--- config.mk ---
export PLATFORM = sky130hd
export DESIGN_NAME = lcd_init_seq_flat
export DESIGN_NICKNAME = d
export VERILOG_FILES = /design/src/rtl/lcd_init_seq_if.sv /design/src/rtl/lcd_init_seq.sv /design/src/flat_wrapper.sv
export SDC_FILE = /design/constraint.sdc
export NUM_CORES = 1
export LEC_CHECK = 0
export CAP_MARGIN = 20
export CORE_AREA = 2 2 171 173
export CTS_BUF_LIST = sky130_fd_sc_hd__clkbuf_8
export CTS_CLUSTER_DIAMETER = 80
export CTS_CLUSTER_SIZE = 25
export DETAILED_ROUTE_END_ITERATION = 10
export DIE_AREA = 0 0 173 175
export GPL_TIMING_DRIVEN = 0
export PLACE_DENSITY = 0.78
export SLEW_MARGIN = 20
export SYNTH_ARGS = -nofsm -noshare
export SYNTH_HDL_FRONTEND = slang
export SYNTH_SLANG_ARGS = --single-unit
--- constraint.sdc ---
create_clock -name iClk -period 3.37 [get_ports iClk]
set_clock_uncertainty 0.05 [all_clocks]
set_input_delay 0.8425 -clock iClk [delete_from_list [all_inputs] [get_ports iClk]]
set_output_delay 0.8425 -clock iClk [all_outputs]
set_load 0.005 [all_outputs]
--- src/rtl/lcd_init_seq_if.sv ---
// Sequencer <-> environment bundle: refresh request, row text, byte-controller handshake and status.
// The sequencer side uses master; the byte controller / host side uses slave.
interface lcd_init_seq_if;
  logic         iGo;
  logic [127:0] iLine1;
  logic [127:0] iLine2;
  logic         iDone;
  logic         oStart;
  logic [7:0]   oData;
  logic         oRS;
  logic         oReady;
  logic         oErr;

  modport master (
    input  iGo, iLine1, iLine2, iDone,
    output oStart, oData, oRS, oReady, oErr
  );

  modport slave (
    output iGo, iLine1, iLine2, iDone,
    input  oStart, oData, oRS, oReady, oErr
  );
endinterface

--- src/rtl/lcd_init_seq.sv ---
// HD44780-style init + two-row text writer; one byte per start/done handshake, then a settle delay.
// First start PWR_DLY+1 cycles after reset; stalls on iDone, aborts to IDLE with sticky oErr after TO_CYC wait cycles.
module lcd_init_seq #(
  parameter int PWR_DLY = 750000,
  parameter int CMD_DLY = 2500,
  parameter int CLR_DLY = 82000,
  parameter int TO_CYC  = 1024
) (
  input logic           iClk,
  input logic           iRst,
  lcd_init_seq_if.master bus
);

  localparam logic [2:0] PWR_WAIT = 3'd0;
  localparam logic [2:0] LOAD     = 3'd1;
  localparam logic [2:0] START    = 3'd2;
  localparam logic [2:0] WAIT_LO  = 3'd3;
  localparam logic [2:0] WAIT_HI  = 3'd4;
  localparam logic [2:0] DELAY    = 3'd5;
  localparam logic [2:0] IDLE     = 3'd6;

  localparam logic [19:0] PWR_END = 20'(PWR_DLY - 1);
  localparam logic [19:0] CMD_END = 20'(CMD_DLY - 1);
  localparam logic [19:0] CLR_END = 20'(CLR_DLY - 1);
  localparam logic [19:0] TO_END  = 20'(TO_CYC - 1);

  localparam logic [5:0] STEP_CLR   = 6'd2;
  localparam logic [5:0] STEP_ROW0  = 6'd4;
  localparam logic [5:0] STEP_ROW1  = 6'd21;
  localparam logic [5:0] STEP_LAST  = 6'd37;

  logic [2:0]   state;
  logic [5:0]   step;
  logic [19:0]  cnt;
  logic [255:0] shadow;
  logic         start_q;
  logic [7:0]   data_q;
  logic         rs_q;
  logic         ready_q;
  logic         err_q;

  logic [4:0]   char_idx;
  logic [7:0]   char_pos;
  logic [7:0]   step_dat;
  logic         step_rs;
  logic [19:0]  dly_end;

  // Row 0 occupies shadow[255:128], row 1 shadow[127:0]; column 0 is the top byte of each row.
  always_comb begin
    char_idx = (step <= 6'd20) ? 5'(step - 6'd5) : 5'(step - 6'd6);
    char_pos = 8'd255 - {char_idx, 3'b000};
    step_rs  = (step >= 6'd5) && (step != STEP_ROW1);
    dly_end  = (step == STEP_CLR) ? CLR_END : CMD_END;
    case (step)
      6'd0:      step_dat = 8'h38;
      6'd1:      step_dat = 8'h0C;
      6'd2:      step_dat = 8'h01;
      6'd3:      step_dat = 8'h06;
      STEP_ROW0: step_dat = 8'h80;
      STEP_ROW1: step_dat = 8'hC0;
      default:   step_dat = shadow[char_pos -: 8];
    endcase
  end

  always_ff @(posedge iClk) begin
    if (iRst) begin
      state   <= PWR_WAIT;
      step    <= 6'd0;
      cnt     <= 20'd0;
      shadow  <= 256'd0;
      start_q <= 1'b0;
      data_q  <= 8'h00;
      rs_q    <= 1'b0;
      ready_q <= 1'b0;
      err_q   <= 1'b0;
    end else begin
      start_q <= 1'b0;
      case (state)
        PWR_WAIT: begin
          if (cnt == PWR_END) begin
            cnt   <= 20'd0;
            state <= LOAD;
          end else begin
            cnt <= cnt + 20'd1;
          end
        end

        LOAD: begin
          data_q  <= step_dat;
          rs_q    <= step_rs;
          // Text is frozen per pass so a host edit mid-refresh cannot tear a row.
          if (step == STEP_ROW0) shadow <= {bus.iLine1, bus.iLine2};
          start_q <= 1'b1;
          state   <= START;
        end

        START: begin
          cnt   <= 20'd0;
          state <= WAIT_LO;
        end

        WAIT_LO, WAIT_HI: begin
          if (state == WAIT_LO && !bus.iDone) begin
            cnt   <= cnt + 20'd1;
            state <= WAIT_HI;
          end else if (state == WAIT_HI && bus.iDone) begin
            cnt   <= 20'd0;
            state <= DELAY;
          end else if (cnt >= TO_END) begin
            err_q   <= 1'b1;
            ready_q <= 1'b1;
            state   <= IDLE;
          end else begin
            cnt <= cnt + 20'd1;
          end
        end

        DELAY: begin
          if (cnt == dly_end) begin
            cnt <= 20'd0;
            if (step == STEP_LAST) begin
              ready_q <= 1'b1;
              state   <= IDLE;
            end else begin
              step  <= step + 6'd1;
              state <= LOAD;
            end
          end else begin
            cnt <= cnt + 20'd1;
          end
        end

        IDLE: begin
          if (bus.iGo) begin
            ready_q <= 1'b0;
            step    <= STEP_ROW0;
            cnt     <= 20'd0;
            state   <= LOAD;
          end
        end

        default: begin
          cnt   <= 20'd0;
          state <= PWR_WAIT;
        end
      endcase
    end
  end

  assign bus.oStart = start_q;
  assign bus.oData  = data_q;
  assign bus.oRS    = rs_q;
  assign bus.oReady = ready_q;
  assign bus.oErr   = err_q;

endmodule

--- src/flat_wrapper.sv ---
// flat-port wrapper written by rule: the top's interface ports become plain ports
module lcd_init_seq_flat 
#(
  parameter int PWR_DLY = 750000,
  parameter int CMD_DLY = 2500,
  parameter int CLR_DLY = 82000,
  parameter int TO_CYC  = 1024
)
  (iClk, iRst, bus_iGo, bus_iLine1, bus_iLine2, bus_iDone, bus_oStart, bus_oData, bus_oRS, bus_oReady, bus_oErr);
  lcd_init_seq_if bus_i ();
  input logic iClk;
  input logic iRst;
  input wire logic [$bits(bus_i.iGo)-1:0] bus_iGo;
  input wire logic [$bits(bus_i.iLine1)-1:0] bus_iLine1;
  input wire logic [$bits(bus_i.iLine2)-1:0] bus_iLine2;
  input wire logic [$bits(bus_i.iDone)-1:0] bus_iDone;
  output wire logic [$bits(bus_i.oStart)-1:0] bus_oStart;
  output wire logic [$bits(bus_i.oData)-1:0] bus_oData;
  output wire logic [$bits(bus_i.oRS)-1:0] bus_oRS;
  output wire logic [$bits(bus_i.oReady)-1:0] bus_oReady;
  output wire logic [$bits(bus_i.oErr)-1:0] bus_oErr;
  assign bus_i.iGo = bus_iGo;
  assign bus_i.iLine1 = bus_iLine1;
  assign bus_i.iLine2 = bus_iLine2;
  assign bus_i.iDone = bus_iDone;
  assign bus_oStart = bus_i.oStart;
  assign bus_oData = bus_i.oData;
  assign bus_oRS = bus_i.oRS;
  assign bus_oReady = bus_i.oReady;
  assign bus_oErr = bus_i.oErr;
  lcd_init_seq #(.PWR_DLY(PWR_DLY), .CMD_DLY(CMD_DLY), .CLR_DLY(CLR_DLY), .TO_CYC(TO_CYC)) u_core (.iClk(iClk), .iRst(iRst), .bus(bus_i));
endmodule
# Word level (Yosys, flattened, before mapping)
# Index checks and enable logic that the tools add are counted.
[totals] regBits=297
[op_classes] n_bitwise=3 n_lt_le_gt_ge=3 addsub=5 muxes=30 eq_ne=25 n_shift=1 reduce_logical=15
[op_table] cell="263-bit by 9-bit indexed part select with 8-bit output" n=1
[op_table] cell="20-bit two-way mux" n=6
[op_table] cell="20-bit one-hot mux with 5 select lines" n=1
[op_table] cell="8-bit one-hot mux with 6 select lines" n=1
[op_table] cell="3-bit two-way mux" n=7
[op_table] cell="20-bit by 1-bit adder with 20-bit output (second input constant)" n=1
[op_table] cell="20-bit equality test" n=1
[op_table] cell="20-bit equality test (second input constant)" n=1
[op_table] cell="20-bit by 10-bit >= comparator with 1-bit output (second input constant)" n=1
[op_table] cell="6-bit two-way mux" n=3
[op_table] cell="3-bit one-hot mux with 6 select lines" n=1
[op_table] cell="17-bit two-way mux" n=1
[op_table] cell="6-bit by 2-bit equality test with 1-bit output (second input constant)" n=2
[op_table] cell="6-bit one-hot mux with 2 select lines" n=1
[op_table] cell="4-bit AND reduction" n=3
[op_table] cell="5-bit by 3-bit subtractor with 5-bit output (second input constant)" n=2
[op_table] cell="3-bit equality test (second input constant)" n=3
[op_table] cell="2-bit by 1-bit != test with 1-bit output (second input constant)" n=4
[op_table] cell="2-bit != test (second input constant)" n=4
[op_table] cell="8-bit subtractor (first input constant)" n=1
[op_table] cell="1-bit two-way mux" n=7
[op_table] cell="7-bit AND reduction" n=1
[op_table] cell="6-bit by 1-bit adder with 6-bit output (second input constant)" n=1
[op_table] cell="3-bit by 2-bit equality test with 1-bit output (second input constant)" n=2
[op_table] cell="other kinds (22)" n=26

# Longest topological paths before layout
# Gate-level depths: netlist (run 1).
[logic_depth] word_depth=5 mapped_depth=13

# Worst setup path before layout (run 1)
# No wires, ideal clock.
[synth_path] kind="register to register" start="reg u_core.step[1]" end="reg u_core.data_q[1], in the netlist u_core.bus.oData[1]" setup_slack_ns=0.192 path_stages_with_launch=13 synth_period_minus_slack_ns=3.178 arrival_time_ns=3.007 cell_sequence="dfxtp_1 -> clkbuf_1 -> inv_1 -> ha_1 -> nand2b_1 -> a21o_1 -> buf_4 -> a311oi_2 -> xnor2_1 -> clkbuf_1 -> o311ai_0 -> nor4_1 -> o21ai_1"
[synth_via] elab_chain_cells=5 elab_cells_between_ends=13
[synth_lines] item="start, declared" line="lcd_init_seq.sv:33" source="logic [5:0] step;"
[synth_lines] item="start signal, assigned" line="lcd_init_seq.sv:125" source="step <= step + 6'd1;"
[synth_lines] item="5-bit by 3-bit subtractor with 5-bit output / 6-bit by 5-bit less-or-equal comparator with 1-bit output (equally long branches)" line="lcd_init_seq.sv:50" source="char_idx = (step <= 6'd20) ? 5'(step - 6'd5) : 5'(step - 6'd6);"
[synth_lines] item="5-bit two-way mux" line="lcd_init_seq.sv:50"
[synth_lines] item="8-bit subtractor" line="lcd_init_seq.sv:51" source="char_pos = 8'd255 - {char_idx, 3'b000};"
[synth_lines] item="263-bit by 9-bit indexed part select with 8-bit output" line="lcd_init_seq.sv:61" source="default: step_dat = shadow[char_pos -: 8];"
[synth_lines] item="8-bit one-hot mux with 6 select lines *" line="lcd_init_seq.sv:54" source="case (step)"
[synth_lines] item="end signal, assigned" line="lcd_init_seq.sv:89" source="data_q <= step_dat;"
[synth_lines] item="end, declared" line="lcd_init_seq.sv:37" source="logic [7:0] data_q;"
# Every way passes the cells marked *; elsewhere a longest branch is shown, timed or not.
# A chain may end at the register's enable or synchronous reset.

# Worst setup path after layout (run 1)
[layout_path] start="reg u_core.step[1]" end="reg u_core.data_q[3], in the netlist u_core.bus.oData[3]"
# The elaborated chain is that of the path after synthesis.

==> results.py, run 1 <==
metrics = {
    "placed_design": {
        "gp_congestion": 0.974,
        "place_inst": 2476,
        "portBuffers": 270,
        "hpwl_um": 37800,
    },
    "synth": {
        "synthMuxAreaShare": 0.0429,
        "yosys-top-cells-area": "dfxtp_1, nand2_1, a21oi_1, mux2i_1, clkbuf_1",
        "yosysTopAreaCell": "dfxtp_1",
        "synth_compound_area_frac": 0.168,
        "ys_seq_area_frac": 0.443,
        "yosysTopAreaCellShare": 0.443,
        "synth_warnings": 0,
        "syn_area_sq_um": 13400,
        "syn-num-nets": 2090,
        "synth_top_family_by_area": "simple AND/OR/NAND/NOR gates",
        "synth_edf_count": 0,
        "synthDistinctLibCells": 70,
        "synth_flop_cell": "dfxtp_1",
        "synth_xor_area_frac": 0.0163,
        "synthArstFlopShare": 0,
        "synth-adder-area-share": 0.00746,
        "synth_area_per_cell_sq_um": 7.37,
        "synthCells": 1822,
        "ys_seq_elements": 297,
        "synth_simple_gate_area_share": 0.279,
    },
    "timing": {
        "tightest_slew_ns": 0.920,
        "slew_headroom": 0.387,
        "rsz0062_at_grt": "yes",
        "fin_crit_sh": 0.995,
        "min_period_ns": 3.35,
        "slew_viol_final": 0,
        "timing.fmax_mhz": 298,
        "setup_violations": 0,
        "hold_viol": 0,
    },
    "detailed_routing": {
        "wl_per_cell_um": 19.8,
        "drtPass1Iterations": 6,
        "wl_met1_um": 18800,
        "num_vias": 14300,
        "drc": 0,
        "drtIter0Drc": 1757,
        "drt-vias-per-instance": 5.73,
        "drtAntennaViolNets": 0,
        "dr_wl_met3_um": 5410,
        "met2_wirelength_um": 22400,
        "highest_layer": "met4",
        "wl_um": 49600,
    },
    "layout": {
        "syn_to_final_growth_pct": 28.1,
        "utilization": 0.606,
        "diodes": 0,
        "layout_commonest_cell": "nand2_1",
        "final_cells": 2504,
        "nets": 2385,
        "mostFrequentLayoutCells": "nand2_1, dfxtp_1, a21oi_1",
        "drive_gt1_frac": 0.0528,
    },
    "global_route": {
        "grt_pass1_wl_um": 74700,
        "grt_max_degree": 26,
        "grt_pass1_vias": 13800,
        "antenna_found_initial": 0,
        "grt.overflow.total": 0,
        "grtUsageTotal": 0.316,
    },
    "clock_tree": {
        "insertion_delay_ns": 0.58,
        "cts_root_buffer": "clkbuf_8",
        "cts_tree": "done",
        "cts.sink_count": 297,
        "cts.hold.buffers_added": 0,
        "clockBufferDepth": 3,
        "cts-htree-levels": 1,
        "cts_buffers": 16,
        "clk_pin_slew_worst_paths_ns": 0.13,
    },
    "worst_setup_path": {
        "critPathLaunchType": "flop",
        "setup.worst_path.start": "u_core.step[1]$_SDFFE_PP0P_",
        "worstSetupPathType": "reg2reg",
        "r2r_cells": 12,
        "crit_required_ns": 3.81,
        "critPathCapture": "u_core.bus.oData[3]$_SDFFE_PP0P_",
        "r2r_setup_slack_ns": 0.02,
        "r2r-start": "u_core.step[1]$_SDFFE_PP0P_",
        "cp.arrival_ns": 3.79,
        "critPathCaptureType": "flop",
        "r2r-end": "u_core.bus.oData[3]$_SDFFE_PP0P_",
        "path_max_fanout": 10,
    },
    "hold_path": {
        "min_path_type": "reg2reg",
        "holdCritStartpoint": "u_core.shadow[34]$_SDFFE_PP0P_",
        "hold_path_depth": 2,
    },
    "power": {
        "internal-power_mw": 4.44,
        "seqPwrFrac": 0.603,
        "p_leak_nw": 5.43,
        "swShare": 0.255,
        "switchingPower_mw": 1.52,
        "combPwrFrac": 0.123,
        "clkPwrFrac": 0.274,
        "worst_ir_drop_vdd_mv": 0.230,
        "power_density_nw_per_um2": 346,
    },
    "job": {
        "cap_violations": 0,
    },
    "die": {
        "io_pins": 272,
        "design.die.area_sq_um": 30300,
        "row_count": 62,
        "die_w_um": 173,
        "core_sq_um": 28400,
        "start_util": 0.473,
        "die_h_um": 175,
    },
    "outcome": {
        "status": "completed",
    },
}
## Yosys cell counts, types with 15 or more instances
cell type and count:
nand2_1 701, a21oi_1 276, nand4_1 24, nor2_1 51, o21ai_0 17, mux2i_1 46, clkbuf_1 116, a32oi_1 23
nand3_1 66, dfxtp_1 297, buf_2 17, xnor2_1 15
## worst min path at each step
stage	to	slack [ns]
2_1_floorplan	u_core.shadow[177]$_SDFFE_PP0P_	0.38
3_3_place_gp	u_core.shadow[181]$_SDFFE_PP0P_	0.39
3_5_place_dp	u_core.shadow[118]$_SDFFE_PP0P_	0.40
4_1_cts	u_core.shadow[34]$_SDFFE_PP0P_	0.42
5_1_grt	u_core.shadow[18]$_SDFFE_PP0P_	0.43
6_report	u_core.shadow[34]$_SDFFE_PP0P_	0.41
## state kept, by name, summed over array words and instances, names as in the netlist
signal and cells:
u_core.bus.oData 8, u_core.bus.oReady 1, u_core.state 3, u_core.shadow 256, u_core.step 6, u_core.bus.oErr 1, u_core.bus.oStart 1, u_core.bus.oRS 1
u_core.cnt 20
## layout make-up
class	count	area, sq um
Buffer	137	643
Clock buffer	17	234
Clock inverter	4	41.3
Fill cell	2602	11200
Inverter	11	45.0
Multi-Input combinational cell	1376	7050
Sequential cell	297	5950
Tap cell	384	480
Timing Repair Buffer	278	2760
## per-layer routing
layer  track usage  up-vias
met3        0.0633      172
met4         0.163        0
met5             0        -
met2         0.526      858
li1              -     6715
met1         0.390     6599
## critical path, cell delays in order, from the launching register on
cell and delay (ns):
dfxtp_4 0.40, clkbuf_8 0.19, clkinvlp_4 0.11, ha_2 0.22, nand2b_2 0.22, a21o_4 0.28, buf_4 0.20, a31oi_1 0.26
o21a_1 0.32, and2_4 0.23, nand4_1 0.20, a41o_1 0.33, a311oi_1 0.26
## power groups by stage
stage | Combinational, mW | Clock, mW | Sequential (mW)
finish | 0.731 | 1.63 | 3.60
global route | 0.782 | 1.74 | 3.60
CTS | 0.722 | 1.62 | 3.59
detailed placement | 0.719 | 0 | 3.67
global placement | 0.710 | 0 | 3.67
floorplan | 0.264 | 0 | 3.66
## cells by family after synthesis
kind of cell,Yosys count
XOR/XNOR,25
multiplexers,53
buffers and inverters,149
adder cells (fa/ha/maj),8
flip-flops,297
AO/OA/AOI/OAI,384
AND/OR/NAND/NOR,906
## through the flow
step	total power, mW	hold WS (ns)	TNS [ns]	setup slack (ns)	instance area [sq um]
finish	5.96	0.412	0	0.0160	17200
global route	6.12	0.427	-3.49	-0.138	17200
CTS	5.94	0.416	0	0.0473	17100
detailed placement	4.39	0.397	-8.06	-1.17	16600
global placement	4.38	0.391	-7.54	-1.07	16600
floorplan	3.92	0.383	0	0.192	13400
## what timing repair did
| item | CTS | global route |
|---|---|---|
| endpoints found under the setup margin | 8 | 102 |
| pin swaps | 3 | 3 |
| hold endpoints to repair | 0 | 0 |
| buffers inserted | 8 | 0 |
| resized for setup | 62 | 19 |
Power figures use the tool's default switching activity.
==> run 2, diff against run 1 <==
Settings changed: CORE_AREA 2 2 171 173 to 8 8 177 179, DIE_AREA 0 0 173 175 to 0 0 185 187.
==> run 2 against run 1 <==
Net effect: cell area up 0.23%; worst setup slack gained 0.053 ns; clock power about the same; critical endpoint unchanged; largest cell class unchanged; largest power group unchanged.
==> results.py, run 2 (same netlist as run 1, synthesis figures left out) <==
metrics = {
    "clock_tree": {
        "clockBufferDepth": 3,
        "cts-htree-levels": 1,
        "clk_pin_slew_worst_paths_ns": 0.15,
        "cts_tree": "done",
        "cts.sink_count": 297,
        "cts_buffers": 16,
        "cts_root_buffer": "clkbuf_8",
        "insertion_delay_ns": 0.60,
    },
    "timing": {
        "fin_crit_sh": 0.979,
        "tightest_slew_ns": 0.848,
        "setup_tns_ns": 0,
        "hold_viol": 0,
        "timing.fmax_mhz": 303,
        "rsz0062_at_grt": "no",
        "min_period_ns": 3.30,
        "slew_viol_final": 0,
        "setup_violations": 0,
        "hold-worst-slack_ns": 0.416,
        "slew_headroom": 0.434,
    },
    "worst_setup_path": {
        "critPathCaptureType": "flop",
        "crit_required_ns": 3.81,
        "worstSetupPathType": "reg2reg",
        "critPathLaunchType": "flop",
        "cp.arrival_ns": 3.74,
        "path_max_fanout": 10,
        "r2r-start": "u_core.step[1]$_SDFFE_PP0P_",
        "setup.worst_path.start": "u_core.step[1]$_SDFFE_PP0P_",
    },
    "detailed_routing": {
        "wl_um": 51200,
        "drtPass1Iterations": 6,
        "num_vias": 14300,
        "drc": 0,
        "drtIter0Drc": 1666,
        "drtAntennaViolNets": 0,
        "wl_per_cell_um": 20.4,
        "drt-vias-per-instance": 5.71,
    },
    "die": {
        "design.die.area_sq_um": 34600,
        "row_count": 62,
        "core_sq_um": 28400,
        "die_h_um": 187,
        "start_util": 0.473,
        "io_pins": 272,
        "die_w_um": 185,
    },
    "global_route": {
        "grt_pass1_vias": 13900,
        "grt_max_degree": 26,
        "antenna_found_initial": 0,
        "grt_pass1_wl_um": 76900,
        "grtUsageTotal": 0.284,
        "grt.overflow.total": 0,
    },
    "placed_design": {
        "portBuffers": 270,
        "placed_area_sq_um": 16600,
        "gp_congestion": 0.979,
        "hpwl_um": 39300,
    },
    "outcome": {
        "status": "completed",
    },
    "hold_path": {
        "holdCritStartpoint": "u_core.shadow[47]$_SDFFE_PP0P_",
        "min_path_type": "reg2reg",
    },
    "power": {
        "fin_total_pwr_mw": 5.96,
        "p_leak_nw": 5.46,
        "power_density_nw_per_um2": 346,
        "worst_ir_drop_vdd_mv": 0.226,
    },
    "layout": {
        "diodes": 0,
        "nets": 2386,
        "layout_commonest_cell": "nand2_1",
        "top_register": "u_core.shadow",
        "syn_to_final_growth_pct": 28.4,
        "largest_reg_flops": 256,
        "mostFrequentLayoutCells": "nand2_1, dfxtp_1, a21oi_1",
        "drive_gt1_frac": 0.0523,
        "fin_area_sq_um": 17200,
    },
    "job": {
        "cap_violations": 0,
    },
}
[run 2: cell count changes in the layout (fill, tap and decap cells not counted), sizes merged]
| cell | delta |
|---|---|
| inv | +7 |
| buf | +3 |
| clkbuf | -3 |
| clkinv | -3 |
| clkinvlp | -1 |
[run 2: area by class of cell]
type	instances	area [sq um]
clock buffer	16	220
tap	384	480
buffer	137	676
inverter	11	45.0
fill	2651	11200
clock inverter	7	51.3
timing repair buffer	279	2770
sequential	297	5950
multi-input combinational	1376	7050
[run 2: path summary, 6_finish.rpt]
kind / endpoint / slack [ns] / depth (start not counted)
max reg2reg: u_core.bus.oData[3]$_SDFFE_PP0P_ / 0.07 / 12
min: u_core.shadow[47]$_SDFFE_PP0P_ / 0.42 / 2
max: u_core.bus.oData[3]$_SDFFE_PP0P_ / 0.07 / 12
min reg2reg: u_core.shadow[47]$_SDFFE_PP0P_ / 0.42 / 2
[run 2: critical path, cell delays in order, from the launching register on]
cell	delay (ns)
dfxtp_4	0.38
buf_8	0.15
clkinvlp_4	0.13
ha_2	0.22
nand2b_2	0.23
a21o_4	0.29
buf_6	0.18
a311oi_4	0.39
xnor2_4	0.23
and2_4	0.23
nand4_1	0.19
a41o_1	0.27
a311oi_1	0.26
[run 2: timing repair]
item	CTS	global route
endpoints found under the setup margin	8	111
pin swaps	3	7
hold buffers	0	0
gates resized for setup	61	39
setup buffers	3	6
cloned	0	0
[run 2: metal layers]
layer	global-route usage	up-vias	share of wire
met5	0	-	0
met4	0.142	0	0.054
met3	0.0678	153	0.12
met2	0.451	902	0.45
met1	0.353	6532	0.38
li1	-	6721	-
[run 2: power breakdown]
part,total [mW],switching [mW],internal (mW),leakage [nW]
Clock,1.64,1.17,0.471,0.154
Combinational,0.736,0.331,0.405,2.91
Sequential,3.59,0.0364,3.55,2.39
Total,5.96,1.53,4.43,5.46
[run 2: through the flow]
stage,util,std cells,setup WS (ns)
3_3_place_gp,0.585,2476,-1.06
6_report,0.607,2507,0.0694
5_1_grt,0.607,2507,0.00430
2_1_floorplan,-,1822,0.192
4_1_cts,0.602,2502,-0.00127
3_5_place_dp,0.585,2476,-1.15
==> run 3, diff against run 2 <==
Settings changed: CELL_PAD_IN_SITES_DETAIL_PLACEMENT set to 0, CELL_PAD_IN_SITES_GLOBAL_PLACEMENT set to 1, CORE_AREA 8 8 177 179 to 8 8 205 207, DIE_AREA 0 0 185 187 to 0 0 213 215, PLACE_DENSITY 0.78 to 0.8.
==> run 3 against run 2 <==
Net effect: global-route usage fell by 4.9 points; non-clock buffer count fell by 1; largest power group unchanged; clock-buffer cell count rose by 4; worst setup slack improved by 0.022 ns; combinational power rose by 0.8%; sequential power barely moved; wire length rose by 9.2%; cell area rose by 1.4%; via count fell by 1.5%; highest routed layer unchanged; sequential share of layout area fell by 0.48 points; fmax rose by 0.68%.
==> results.py, run 3 (same netlist as run 1, synthesis figures left out) <==
metrics = {
    "outcome": {
        "status": "completed",
    },
    "global_route": {
        "antenna_found_initial": 0,
        "grt.overflow.total": 0,
        "grt_max_degree": 26,
        "grt_pass1_vias": 14100,
        "grt_pass1_wl_um": 83000,
        "grtUsageTotal": 0.235,
    },
    "clock_tree": {
        "cts.hold.buffers_added": 0,
        "cts_root_buffer": "clkbuf_8",
        "cts.sink_count": 297,
        "clk_pin_slew_worst_paths_ns": 0.15,
        "cts_buffers": 18,
        "clockBufferDepth": 3,
        "cts_tree": "done",
        "cts-htree-levels": 1,
        "insertion_delay_ns": 0.60,
    },
    "worst_setup_path": {
        "crit_chain": "buf_8 > clkinvlp_4 > ha_2 > clkbuf_1 > o31ai_4 > clkbuf_2 > nand3_1 > nand4_1 > o21ai_0 > a221o_1",
        "path_max_fanout": 10,
        "critPathCapture": "u_core.bus.oData[4]$_SDFFE_PP0P_",
        "r2r_cells": 10,
        "r2r-end": "u_core.bus.oData[4]$_SDFFE_PP0P_",
        "crit_required_ns": 3.84,
        "critPathLaunchType": "flop",
        "critical_path.slowest_cell": "o31ai_4",
        "r2r-start": "u_core.step[1]$_SDFFE_PP0P_",
        "cp.arrival_ns": 3.75,
        "critPathCaptureType": "flop",
        "r2r_setup_slack_ns": 0.09,
        "slowest_delay_ns": 0.58,
        "setup.worst_path.start": "u_core.step[1]$_SDFFE_PP0P_",
        "worstSetupPathType": "reg2reg",
    },
    "timing": {
        "setup_tns_ns": 0,
        "setup_ws_ns": 0.0918,
        "setup_violations": 0,
        "slew_viol_final": 0,
        "timing.fmax_mhz": 305,
        "fin_crit_sh": 0.973,
        "rsz0062_at_grt": "no",
        "min_period_ns": 3.28,
        "tightest_slew_ns": 0.932,
        "hold_viol": 0,
        "slew_headroom": 0.379,
    },
    "layout": {
        "drive_gt1_frac": 0.0564,
        "syn_to_final_growth_pct": 30.2,
        "largest_reg_flops": 256,
        "layout_commonest_cell": "nand2_1",
        "mostFrequentLayoutCells": "nand2_1, dfxtp_1, a21oi_1",
        "top_register": "u_core.shadow",
        "nets": 2387,
        "diodes": 0,
    },
    "power": {
        "p_leak_nw": 5.49,
        "power_density_nw_per_um2": 355,
        "worst_ir_drop_vdd_mv": 0.194,
    },
    "die": {
        "core_sq_um": 39000,
        "start_util": 0.344,
        "row_count": 73,
        "io_pins": 272,
        "design.die.area_sq_um": 45800,
        "die_h_um": 215,
        "die_w_um": 213,
    },
    "hold_path": {
        "holdCritStartpoint": "u_core.shadow[149]$_SDFFE_PP0P_",
        "min_path_type": "reg2reg",
        "hold_path_depth": 2,
    },
    "detailed_routing": {
        "wl_per_cell_um": 21.1,
        "wl_um": 55900,
        "drtAntennaViolNets": 0,
        "drtIter0Drc": 1239,
        "drt-vias-per-instance": 5.31,
        "drtPass1Iterations": 5,
        "num_vias": 14100,
        "drc": 0,
    },
    "placed_design": {
        "portBuffers": 270,
        "hpwl_um": 43300,
        "place_ws_ns": -1.37,
        "gp_congestion": 0.945,
    },
    "job": {
        "cap_violations": 0,
    },
}
run 3: changes by cell type in the layout (fill, tap and decap cells not counted), sizes merged:
| cell | previous run | this run |
|---|---|---|
| clkbuf | 128 | 135 |
| buf | 34 | 30 |
| inv | 17 | 13 |
| clkinv | 0 | 3 |
| clkinvlp | 1 | 3 |
run 3: through the flow:
stage	std cells	utilization	hold slack (ns)	area, sq um	power (mW)
2_1_floorplan	1822	-	0.383	13400	3.92
5_1_grt	2652	0.448	0.427	17500	6.41
3_3_place_gp	2617	0.430	0.393	16800	4.39
6_report	2652	0.448	0.413	17500	6.20
3_5_place_dp	2617	0.430	0.396	16800	4.40
4_1_cts	2651	0.447	0.415	17400	6.23
run 3: worst max-delay path: cells and delay by family, from the launching register on:
family / cells / cell delay [ns]
buf+inv: 4 / 1.02
compound gates: 3 / 1.08
simple gates: 2 / 0.38
fa+ha+maj: 1 / 0.28
flops: 1 / 0.39
run 3: report_power, final:
| part | total [mW] | switching (mW) | leakage, nW | internal, mW |
|---|---|---|---|---|
| logic | 0.742 | 0.337 | 2.92 | 0.406 |
| registers | 3.59 | 0.0341 | 2.39 | 3.55 |
| clock network | 1.87 | 1.27 | 0.183 | 0.602 |
run 3: how the worst min path moves through the flow:
| stage | to | slack (ns) |
|---|---|---|
| floorplan | u_core.shadow[177]$_SDFFE_PP0P_ | 0.38 |
| global placement | u_core.shadow[104]$_SDFFE_PP0P_ | 0.39 |
| detailed placement | u_core.shadow[245]$_SDFFE_PP0P_ | 0.40 |
| CTS | u_core.shadow[149]$_SDFFE_PP0P_ | 0.42 |
| global route | u_core.shadow[71]$_SDFFE_PP0P_ | 0.43 |
| finish | u_core.shadow[149]$_SDFFE_PP0P_ | 0.41 |
run 3: final cells by class:
type	count	area, sq um
buffer	137	653
clock buffer	20	275
clock inverter	8	93.8
fill	4034	21500
inverter	11	45.0
multi-input combinational	1376	7050
sequential	297	5950
tap	525	657
timing repair buffer	278	2760
run 3: repair_timing:
action / CTS / global route
gates resized for setup: 67 / 19
pin swaps: 5 / 3
setup endpoints to repair: 77 / 124
setup buffers: 7 / 1
run 3: routing by layer:
metal | share of wire | global-route usage | vias up
met2 | 0.47 | 0.398 | 637
met5 | 0 | 0 | -
met4 | 0.040 | 0.0890 | 0
met3 | 0.082 | 0.0431 | 125
li1 | - | - | 6732
met1 | 0.41 | 0.292 | 6596
